**config.mk**
```make
export PLATFORM = sky130hd
export DESIGN_NAME = stats_readout_bridge
export DESIGN_NICKNAME = d
export VERILOG_FILES = /design/src/rtl/stats_readout_bridge.sv
export SDC_FILE = /design/constraint.sdc
export NUM_CORES = 1
export LEC_CHECK = 0
export CORE_ASPECT_RATIO = 1.1
export CORE_MARGIN = 2
export CORE_UTILIZATION = 30
export CTS_CLUSTER_DIAMETER = 80
export DETAILED_ROUTE_END_ITERATION = 7
export PLACE_DENSITY_LB_ADDON = 0.15
export SYNTH_ARGS = -nofsm -noshare
export SYNTH_HDL_FRONTEND = slang
export SYNTH_SLANG_ARGS = --single-unit
export TNS_END_PERCENT = 10
```
**constraint.sdc**
```tcl
create_clock -name clk -period 6.6 [get_ports clk]
set_input_delay 1.98 -clock clk [delete_from_list [all_inputs] [get_ports clk]]
set_output_delay 1.98 -clock clk [all_outputs]
set_load 0.02 [all_outputs]
```
**src/rtl/stats_readout_bridge.sv**
```systemverilog
// Streams words from a stats BRAM read port into a small response FIFO.
// Build option: STATS_READ_BURST_EN enables multi-beat bursts; without it, every request returns one beat.
module stats_readout_bridge #(
  parameter int ADDR_W     = 16,
  parameter int DATA_W     = 64,
  parameter int FIFO_DEPTH = 4
) (
  input  logic              clk,
  input  logic              reset,
  input  logic              req_valid,
  output logic              req_ready,
  input  logic [ADDR_W-1:0] req_addr,
  input  logic [7:0]        req_len,
  output logic              rsp_valid,
  input  logic              rsp_ready,
  output logic [DATA_W-1:0] rsp_data,
  output logic              rsp_last,
  output logic [ADDR_W-1:0] bram_addr,
  output logic              bram_en,
  input  logic [DATA_W-1:0] bram_rdata,
  output logic              busy
);

  localparam int PTR_W = $clog2(FIFO_DEPTH);
  localparam logic [PTR_W+1:0] L_DEPTH = (PTR_W+2)'(FIFO_DEPTH);

  localparam logic [1:0] S_IDLE  = 2'd0;
  localparam logic [1:0] S_ISSUE = 2'd1;
  localparam logic [1:0] S_DRAIN = 2'd2;

  logic [1:0]        r_state;
  logic              r_bram_en;
  logic              r_en_last;
  logic [ADDR_W-1:0] r_bram_addr;
  logic              r_rd_valid;
  logic              r_rd_last;
  logic [PTR_W:0]    r_wr_ptr;
  logic [PTR_W:0]    r_rd_ptr;
  logic [DATA_W-1:0] r_mem_data [FIFO_DEPTH];
  logic              r_mem_last [FIFO_DEPTH];

  logic              w_accept;
  logic [PTR_W:0]    w_count;
  logic              w_empty;
  logic              w_pop;
  logic [1:0]        w_inflight;
  logic [PTR_W+1:0]  w_occ;
  logic              w_credit;
  logic              w_more;
  logic              w_first_last;
  logic              w_next_last;
  logic              w_issue;

  assign w_accept   = req_valid && req_ready;
  assign w_count    = r_wr_ptr - r_rd_ptr;
  assign w_empty    = (w_count == '0);
  assign w_pop      = rsp_valid && rsp_ready;
  // Reads on the BRAM port or on the data bus still own a FIFO slot.
  assign w_inflight = {1'b0, r_bram_en} + {1'b0, r_rd_valid};
  assign w_occ      = {1'b0, w_count} + {{PTR_W{1'b0}}, w_inflight};
  assign w_credit   = (w_occ < L_DEPTH);
  assign w_issue    = (r_state == S_ISSUE) && w_more && w_credit;

`ifdef STATS_READ_BURST_EN
  logic [7:0] r_remaining;

  assign w_more       = (r_remaining != 8'd0);
  assign w_first_last = (req_len == 8'd0);
  assign w_next_last  = (r_remaining == 8'd1);

  // Counts reads still to issue after the one launched at acceptance.
  always_ff @(posedge clk) begin
    if (reset) begin
      r_remaining <= 8'd0;
    end else if (w_accept) begin
      r_remaining <= req_len;
    end else if (w_issue) begin
      r_remaining <= r_remaining - 8'd1;
    end
  end
`else
  logic w_unused_len;

  assign w_unused_len = ^req_len;
  assign w_more       = 1'b0;
  assign w_first_last = 1'b1;
  assign w_next_last  = 1'b1;
`endif

  // NOTE: reset is synchronous, so it sits inside the clocked branch and is not in the sensitivity list.
  always_ff @(posedge clk) begin
    if (reset) begin
      r_state     <= S_IDLE;
      r_bram_en   <= 1'b0;
      r_en_last   <= 1'b0;
      r_bram_addr <= '0;
    end else begin
      r_bram_en <= 1'b0;
      case (r_state)
        S_IDLE: begin
          if (w_accept) begin
            r_state     <= S_ISSUE;
            r_bram_en   <= 1'b1;
            r_bram_addr <= req_addr;
            r_en_last   <= w_first_last;
          end
        end
        S_ISSUE: begin
          if (w_issue) begin
            r_bram_en   <= 1'b1;
            r_bram_addr <= r_bram_addr + 1'b1;
            r_en_last   <= w_next_last;
          end
          if (!w_more) begin
            r_state <= S_DRAIN;
          end
        end
        S_DRAIN: begin
          if ((w_inflight == 2'd0) && w_empty) begin
            r_state <= S_IDLE;
          end
        end
        default: r_state <= S_IDLE;
      endcase
    end
  end

  // BRAM data is on the bus the cycle after bram_en; this stage marks when to capture it.
  always_ff @(posedge clk) begin
    if (reset) begin
      r_rd_valid <= 1'b0;
      r_rd_last  <= 1'b0;
    end else begin
      r_rd_valid <= r_bram_en;
      r_rd_last  <= r_en_last;
    end
  end

  always_ff @(posedge clk) begin
    if (reset) begin
      r_wr_ptr <= '0;
      r_rd_ptr <= '0;
    end else begin
      if (r_rd_valid) r_wr_ptr <= r_wr_ptr + 1'b1;
      if (w_pop)      r_rd_ptr <= r_rd_ptr + 1'b1;
    end
  end

  // NOTE: storage is not reset; the pointers alone decide which entries are valid.
  always_ff @(posedge clk) begin
    if (r_rd_valid) begin
      r_mem_data[r_wr_ptr[PTR_W-1:0]] <= bram_rdata;
      r_mem_last[r_wr_ptr[PTR_W-1:0]] <= r_rd_last;
    end
  end

  assign req_ready = (r_state == S_IDLE);
  assign busy      = (r_state != S_IDLE);
  assign bram_en   = r_bram_en;
  assign bram_addr = r_bram_addr;
  assign rsp_valid = !w_empty;
  assign rsp_data  = w_empty ? '0 : r_mem_data[r_rd_ptr[PTR_W-1:0]];
  assign rsp_last  = !w_empty && r_mem_last[r_rd_ptr[PTR_W-1:0]];

endmodule

```
==> run metrics, run 1 <==
row cnt 73; max-cap viol count 0; antenna-violating nets left 0; leakage 4.42 nW; die extent in y roughly 210 um; most common cell after layout, fill and taps aside edfxtp_1; P_sw approximately 1.3 mW; synth top area cells edfxtp_1 71%, mux4_2 13%, dfxtp_1 5.4%, nor2b_1 4.0%, nand2_1 1.2%; Yosys warnings 0; Starting Density 30.5%; worst-margin pin slew 1.14 ns; total negative setup slack 0 ns; Worst R2R End r_state[1]$_SDFFE_PP0P_; worst min path class register to register; Sequential Power Share a little over two fifths; share of cells above drive strength 1 16.8%; 1st-iter DRT viols 245; syn nets roughly 650; IO Pins 177; critical path class register to output pin; startpoint types register; VDD IR max 0.000186 V; clock-pin slew on the worst setup and hold paths 0.05 ns; Net Sw Frac approximately a quarter; Final Critical Period 5.34 ns; CTS tree yes; Port Buf Inserts 168; TritonCTS Buffers 31; RSZ-0062 raised after global routing no; area of the mapped netlist 0.0110 sq mm; antenna violations before repair 0; clock buffer depth 3; Die Width between 150 and 200 um; Num Clock Sinks 290; Cells after Synth 546; H-tree Lvls 1; CTS Hold Buffers Added 0; via count 5,450; GP Congestion about 0.72; status completed; clk_lat worst skew 0.55 ns; share of power burned in combinational logic 23.5%; Slew Viols, Final 0; Int Pwr 3.60 mW; PwrDens between 300 and 400 mW/mm^2; global-route wire length before repair 34,700 um; Rel. slew slack 23.9%; Fmax 187 MHz; drt wl/cell 18.4 um; post-CTS setup repair buffer count 0; CP Data Required Time about 4.6 ns; library cells used by synthesis 27; final net count just over 800; largest area contributor in the netlist edfxtp_1; final setup vio count 0; syn avg cell area approximately 20 sq um; Final period util 80.8%; DP HPWL 12,300 um; Crit Reg-Reg Startpoint r_wr_ptr[0]$_SDFFE_PP0P_; clock skew 0.00925 ns; r2r setup slk 4.32 ns; hold wc startpoint bram_addr[15]$_SDFFE_PP0P_; Hold Path Sink bram_addr[15]$_SDFFE_PP0P_; fin util between 30 and 40%; Post-route DRC 0; CTS resizes 0; Hold Crit Depth 2; Worst Reg-to-Reg Cells 6; global-route usage over all layers 11.9%; Root Buffer clkbuf_16; Critical Path End Type output pin; antenna cells 0; largest net degree at the start of global routing 68; Seq/Total Area, Yosys 76.2%; Worst EP arrival between 3 and 4 ns; crit path max fanout 67; number of global-route vias before repair 6,090; Layout area overhead 28.6%; router iterations before antenna repair 4; die area 0.0383 sq mm; gr ovfl total 0; Final Hold Viols 0; final wirelength about 23,000 um; Synth top area share 70.8%; vias per inst 4.42; clock network power share between 30 and 40%; FF+latch count, synth 290; Core Box Area 0.0362 sq mm; most frequent cells in the layout 260 x edfxtp_1, 168 x clkdlybuf4s50_1, 70 x nor2b_1, 65 x mux4_2, 34 x nand2_1
[critical path, cell delays in order, from the launching register on]
cell	delay, ns
dfxtp_1	0.40
inv_1	0.11
ha_1	0.20
nor2b_1	0.14
xnor2_1	0.29
and2_4	0.82
nor2b_1	0.20
clkdlybuf4s50_1	0.61
[kinds of logic (layout without fill, tap and decap cells)]
| kind of cell | Yosys count | in the layout | share of synthesized area (%) |
|---|---|---|---|
| flops | 290 | 290 | 76.2 |
| simple gates | 124 | 124 | 6.14 |
| mux | 70 | 70 | 13.8 |
| buf+inv | 32 | 232 | 1.66 |
| compound gates | 19 | 19 | 1.12 |
| fa+ha+maj | 7 | 7 | 0.794 |
| xor+xnor | 4 | 4 | 0.318 |
[worst max path at each step]
stage,to,start,depth (start not counted)
after CTS,rsp_data[0],r_wr_ptr[0]$_SDFFE_PP0P_,7
after global routing,rsp_data[0],r_wr_ptr[0]$_SDFFE_PP0P_,7
after global placement,rsp_data[0],r_wr_ptr[0]$_SDFFE_PP0P_,7
after floorplan,rsp_data[24],r_wr_ptr[0]$_SDFFE_PP0P_,8
after detailed placement,rsp_data[0],r_wr_ptr[0]$_SDFFE_PP0P_,7
final,rsp_data[1],r_wr_ptr[0]$_SDFFE_PP0P_,7
[power groups by stage]
| stage | combinational [mW] | clock, mW | sequential [mW] |
|---|---|---|---|
| detailed placement | 1.18 | 0 | 2.15 |
| floorplan | 0.732 | 0 | 2.09 |
| global placement | 1.18 | 0 | 2.15 |
| finish | 1.15 | 1.64 | 2.11 |
| CTS | 1.19 | 1.70 | 2.11 |
| global route | 1.24 | 1.77 | 2.12 |
[per-stage QoR]
step	setup slack [ns]	power, mW	std cells	instance area [sq um]	hold slack (ns)
2_1_floorplan	2.95	2.82	546	11000	0.438
3_3_place_gp	1.81	3.33	1176	13200	0.444
3_5_place_dp	1.73	3.34	1176	13200	0.450
4_1_cts	1.12	5.00	1233	14200	0.459
5_1_grt	0.925	5.13	1233	14200	0.485
6_report	1.26	4.90	1233	14200	0.463
[synth_stat cells (all sizes together)]
master   number
or2           1
inv           5
mux2i         2
mux4         65
nor2          8
nand2        34
a2111oi       1
a21oi        17
ha            7
edfxtp      260
buf          19
mux2          3
nor3b         1
dfxtp        30
xnor2         3
xor2          1
nand2b        2
nor2b        70
and2          8
clkbuf        8
a21boi        1
[final cells by class]
cell class | count | area (sq um)
Clock inverter | 7 | 62.6
Sequential cell | 290 | 8420
Multi-Input combinational cell | 224 | 2450
Tap cell | 487 | 609
Fill cell | 3355 | 22000
Clock buffer | 50 | 917
Inverter | 5 | 18.8
Timing Repair Buffer | 170 | 1710
[layer usage]
metal	up-vias	routed length [um]	global-route usage (%)
met1	2795	9410	14.5
met5	-	0	0
met4	0	413	3.43
met3	31	1180	2.60
li1	2486	-	-
met2	138	11700	21.1
[flip-flops by register name (all words and copies together), names as in the netlist, named ones only]
| name | count |
|---|---|
| bram_addr | 16 |
| bram_en | 1 |
| r_en_last | 1 |
| r_mem_data | 256 |
| r_mem_last | 4 |
| r_rd_last | 1 |
| r_rd_ptr | 3 |
| r_rd_valid | 1 |
| r_state | 2 |
| r_wr_ptr | 3 |
(Power assumes the default switching activity.)
==> run 2, diff against run 1 <==
==> constraint.sdc (replaced) <==
create_clock -name clk -period 4.3 [get_ports clk]
set_input_delay 1.29 -clock clk [delete_from_list [all_inputs] [get_ports clk]]
set_output_delay 1.29 -clock clk [all_outputs]
set_load 0.02 [all_outputs]
==> run 2 against run 1 <==
Net effect: sequential cell count is the same; clock-buffer cell count shrank 3; first-iteration DRC count grew 19%; setup slack lost 1.1 ns; final area grew 1.9%; sequential power grew 51%; utilization grew 0.75 points; critical endpoint is now rsp_data[54].
==> run metrics, run 2 (synthesized netlist as in run 1, its figures left out) <==
final wirelength 23,500 um (was 22,700 um); largest net degree at the start of global routing 66 (was 68); TritonCTS Buffers 34 (was 31); vias per inst 4.45 (was 4.42); CTS Hold Buffers Added 0 (unchanged); leakage 4.90 nW (was 4.42 nW); share of cells above drive strength 1 18.1% (was 16.8%); DP HPWL 13,200 um (was 12,300 um); die area 0.0383 sq mm (unchanged); antenna violations before repair 1 (was 0); Worst EP arrival 2.83 ns (was 3.36 ns); Root Buffer clkbuf_16 (unchanged); Final Critical Period approximately 4.1 ns; Die Width 187 um (unchanged); 1st-iter DRT viols 292 (was 245); Slew Viols, Final 0 (unchanged); final net count 832 (was 821); Crit Reg-Reg Startpoint r_wr_ptr[1]$_SDFFE_PP0P_ (was r_wr_ptr[0]$_SDFFE_PP0P_); Rel. slew slack 25.1% (was 23.9%); global-route usage over all layers 12.5% (was 11.9%); clock-pin slew on the worst setup and hold paths 0.06 ns (was 0.05 ns); Layout area overhead 31.0% (was 28.6%); RSZ-0062 raised after global routing yes (was no); Final Hold Viols 0 (unchanged); Post-route DRC 0 (unchanged); antenna cells 0 (unchanged); crit path max fanout 28 (was 67); crit-path max cell delay 0.55 ns (was 0.82 ns); critical path class register to output pin (unchanged); CTS tree yes (unchanged); Fillers 3,309 (was 3,355); most common cell after layout, fill and taps aside edfxtp_1 (unchanged); max-cap viol count 0 (unchanged); worst-margin pin slew 1.12 ns (was 1.14 ns); antenna-violating nets left 0 (unchanged); CP max stage cell clkdlybuf4s50_1 (was and2_4); Core Box Area 0.0362 sq mm (unchanged); Final period util 95.8%; Final Worst Setup Slack 0.181 ns (was 1.26 ns); hold wc startpoint bram_addr[15]$_SDFFE_PP0P_ (unchanged); Overall Power 7.82 mW (was 4.90 mW); worst min path class register to register (unchanged); Fmax 243 MHz; VDD IR max 0.000216 V (was 0.000186 V); fin util 40.0% (was 39.2%); Worst Reg-to-Reg Cells 5 (was 6); most frequent cells in the layout 260 x edfxtp_1, 143 x clkdlybuf4s50_1, 70 x nor2b_1, 65 x mux4_2, 37 x clkbuf_16 (was 260 x edfxtp_1, 168 x clkdlybuf4s50_1, 70 x nor2b_1, 65 x mux4_2, 34 x nand2_1); Num Clock Sinks 290 (unchanged); gr ovfl total 0 (unchanged); status completed (unchanged); PwrDens 541 mW/mm^2 (was 346 mW/mm^2); clock skew 0.00973 ns (was 0.00925 ns); number of global-route vias before repair 6,268 (was 6,090); Critical Path End Type output pin (unchanged); drt wl/cell 18.9 um (was 18.4 um); Hold Path Sink bram_addr[15]$_SDFFE_PP0P_ (unchanged); Starting Density 30.5% (unchanged); router iterations before antenna repair 4 (unchanged); Port Buf Inserts 168 (unchanged); CP cell instances inv_1 > ha_1 > nor2b_1 > xnor2_2 > and2_4 > buf_12 > nor2b_1 > clkdlybuf4s50_1 (was inv_1 > ha_1 > nor2b_1 > xnor2_1 > and2_4 > nor2b_1 > clkdlybuf4s50_1); row cnt 73 (unchanged); CP most frequent cell nor2b_1 (unchanged); die extent in y 205 um (unchanged); global-route wire length before repair 36,000 um (was 34,700 um); pre-CTS setup slack 0.494 ns (was 1.73 ns); CP Data Required Time 3.01 ns (was 4.62 ns); Hold Crit Depth 2 (unchanged); startpoint types register (unchanged); IO Pins 177 (unchanged); max FFs per register 256 (unchanged); final setup vio count 0 (unchanged); H-tree Lvls 2 (was 1); via count 5,544 (was 5,450); r2r setup slk 2.21 ns (was 4.32 ns); clk_lat worst skew 0.51 ns (was 0.55 ns); GP Congestion 0.699 (was 0.722); Worst R2R End r_wr_ptr[2]$_SDFFE_PP0P_ (was r_state[1]$_SDFFE_PP0P_); clock buffer depth 3 (unchanged)
==> run 2: changes by cell type in the layout (fill, tap and decap cells not counted), moves of 3 or more <==
cell	before	now
buf_12	1	5
buf_4	1	4
clkbuf_1	12	9
clkbuf_16	31	37
clkbuf_8	7	1
clkdlybuf4s50_1	168	143
clkinv_1	1	6
clkinvlp_4	0	3
dlymetal6s2s_1	0	24
==> run 2: how the worst max path moves through the flow <==
stage / cells after the start / start / slack (ns) / to
3_5_place_dp: 8 / r_wr_ptr[0]$_SDFFE_PP0P_ / 0.49 / rsp_last
3_3_place_gp: 8 / r_wr_ptr[0]$_SDFFE_PP0P_ / 0.55 / rsp_data[0]
5_1_grt: 8 / r_wr_ptr[0]$_SDFFE_PP0P_ / -0.03 / rsp_data[54]
6_report: 8 / r_wr_ptr[0]$_SDFFE_PP0P_ / 0.18 / rsp_data[54]
2_1_floorplan: 8 / r_wr_ptr[0]$_SDFFE_PP0P_ / 1.34 / rsp_data[24]
4_1_cts: 7 / r_wr_ptr[0]$_SDFFE_PP0P_ / 0.008 / rsp_data[3]
==> run 2: area by class of cell <==
type                    count  area (sq um)  share of cell area [%]
clock buffers              47           973                    6.73
well taps                 487           609                    4.22
clock inverters            15           100                   0.693
multi-input cells         225          2470                    17.1
inverters                   5          18.8                   0.130
repair buffers            177          1870                    12.9
flip-flops and latches    290          8420                    58.2
==> run 2: power by group <==
part	internal (mW)	switching [mW]	leakage (nW)	total [mW]
sequential	3.12	0.0608	2.59	3.18
combinational	0.951	0.963	1.79	1.91
clock	1.64	1.08	0.517	2.72
total	5.72	2.10	4.90	7.82
==> run 2: metal layers <==
layer / GRT usage, % / part of all wire (%) / vias up
li1: - / - / 2519
met1: 14.6 / 41 / 2834
met2: 22.4 / 52 / 150
met3: 3.36 / 5.2 / 39
met4: 4.08 / 2.1 / 2
met5: 0 / 0.055 / -
==> run 2: metrics by stage <==
| stage | instance area [sq um] | hold slack, ns | instances | TNS (ns) |
|---|---|---|---|---|
| after floorplan | 11000 | 0.438 | 546 | 0 |
| after CTS | 14400 | 0.456 | 1246 | 0 |
| after global routing | 14500 | 0.476 | 1246 | -0.0315 |
| after detailed placement | 13300 | 0.448 | 1182 | 0 |
| final | 14500 | 0.454 | 1246 | 0 |
| after global placement | 13300 | 0.445 | 1182 | 0 |
==> run 2: critical path, delay by kind of cell, from the launching register on <==
kind	cells	cell delay (ns)
buffers and inverters	3	0.87
adders and majority gates	1	0.21
and+or+nand+nor	3	0.51
xor gates and xnor gates	1	0.33
DFF	1	0.40
==> run 2: repair_timing <==
item | 4_1_cts | 5_1_grt
setup buffers | 1 | 0
resized for setup | 2 | 25
setup endpoints to repair | 30 | 42
cloned | 1 | 0
pin swaps | 1 | 1
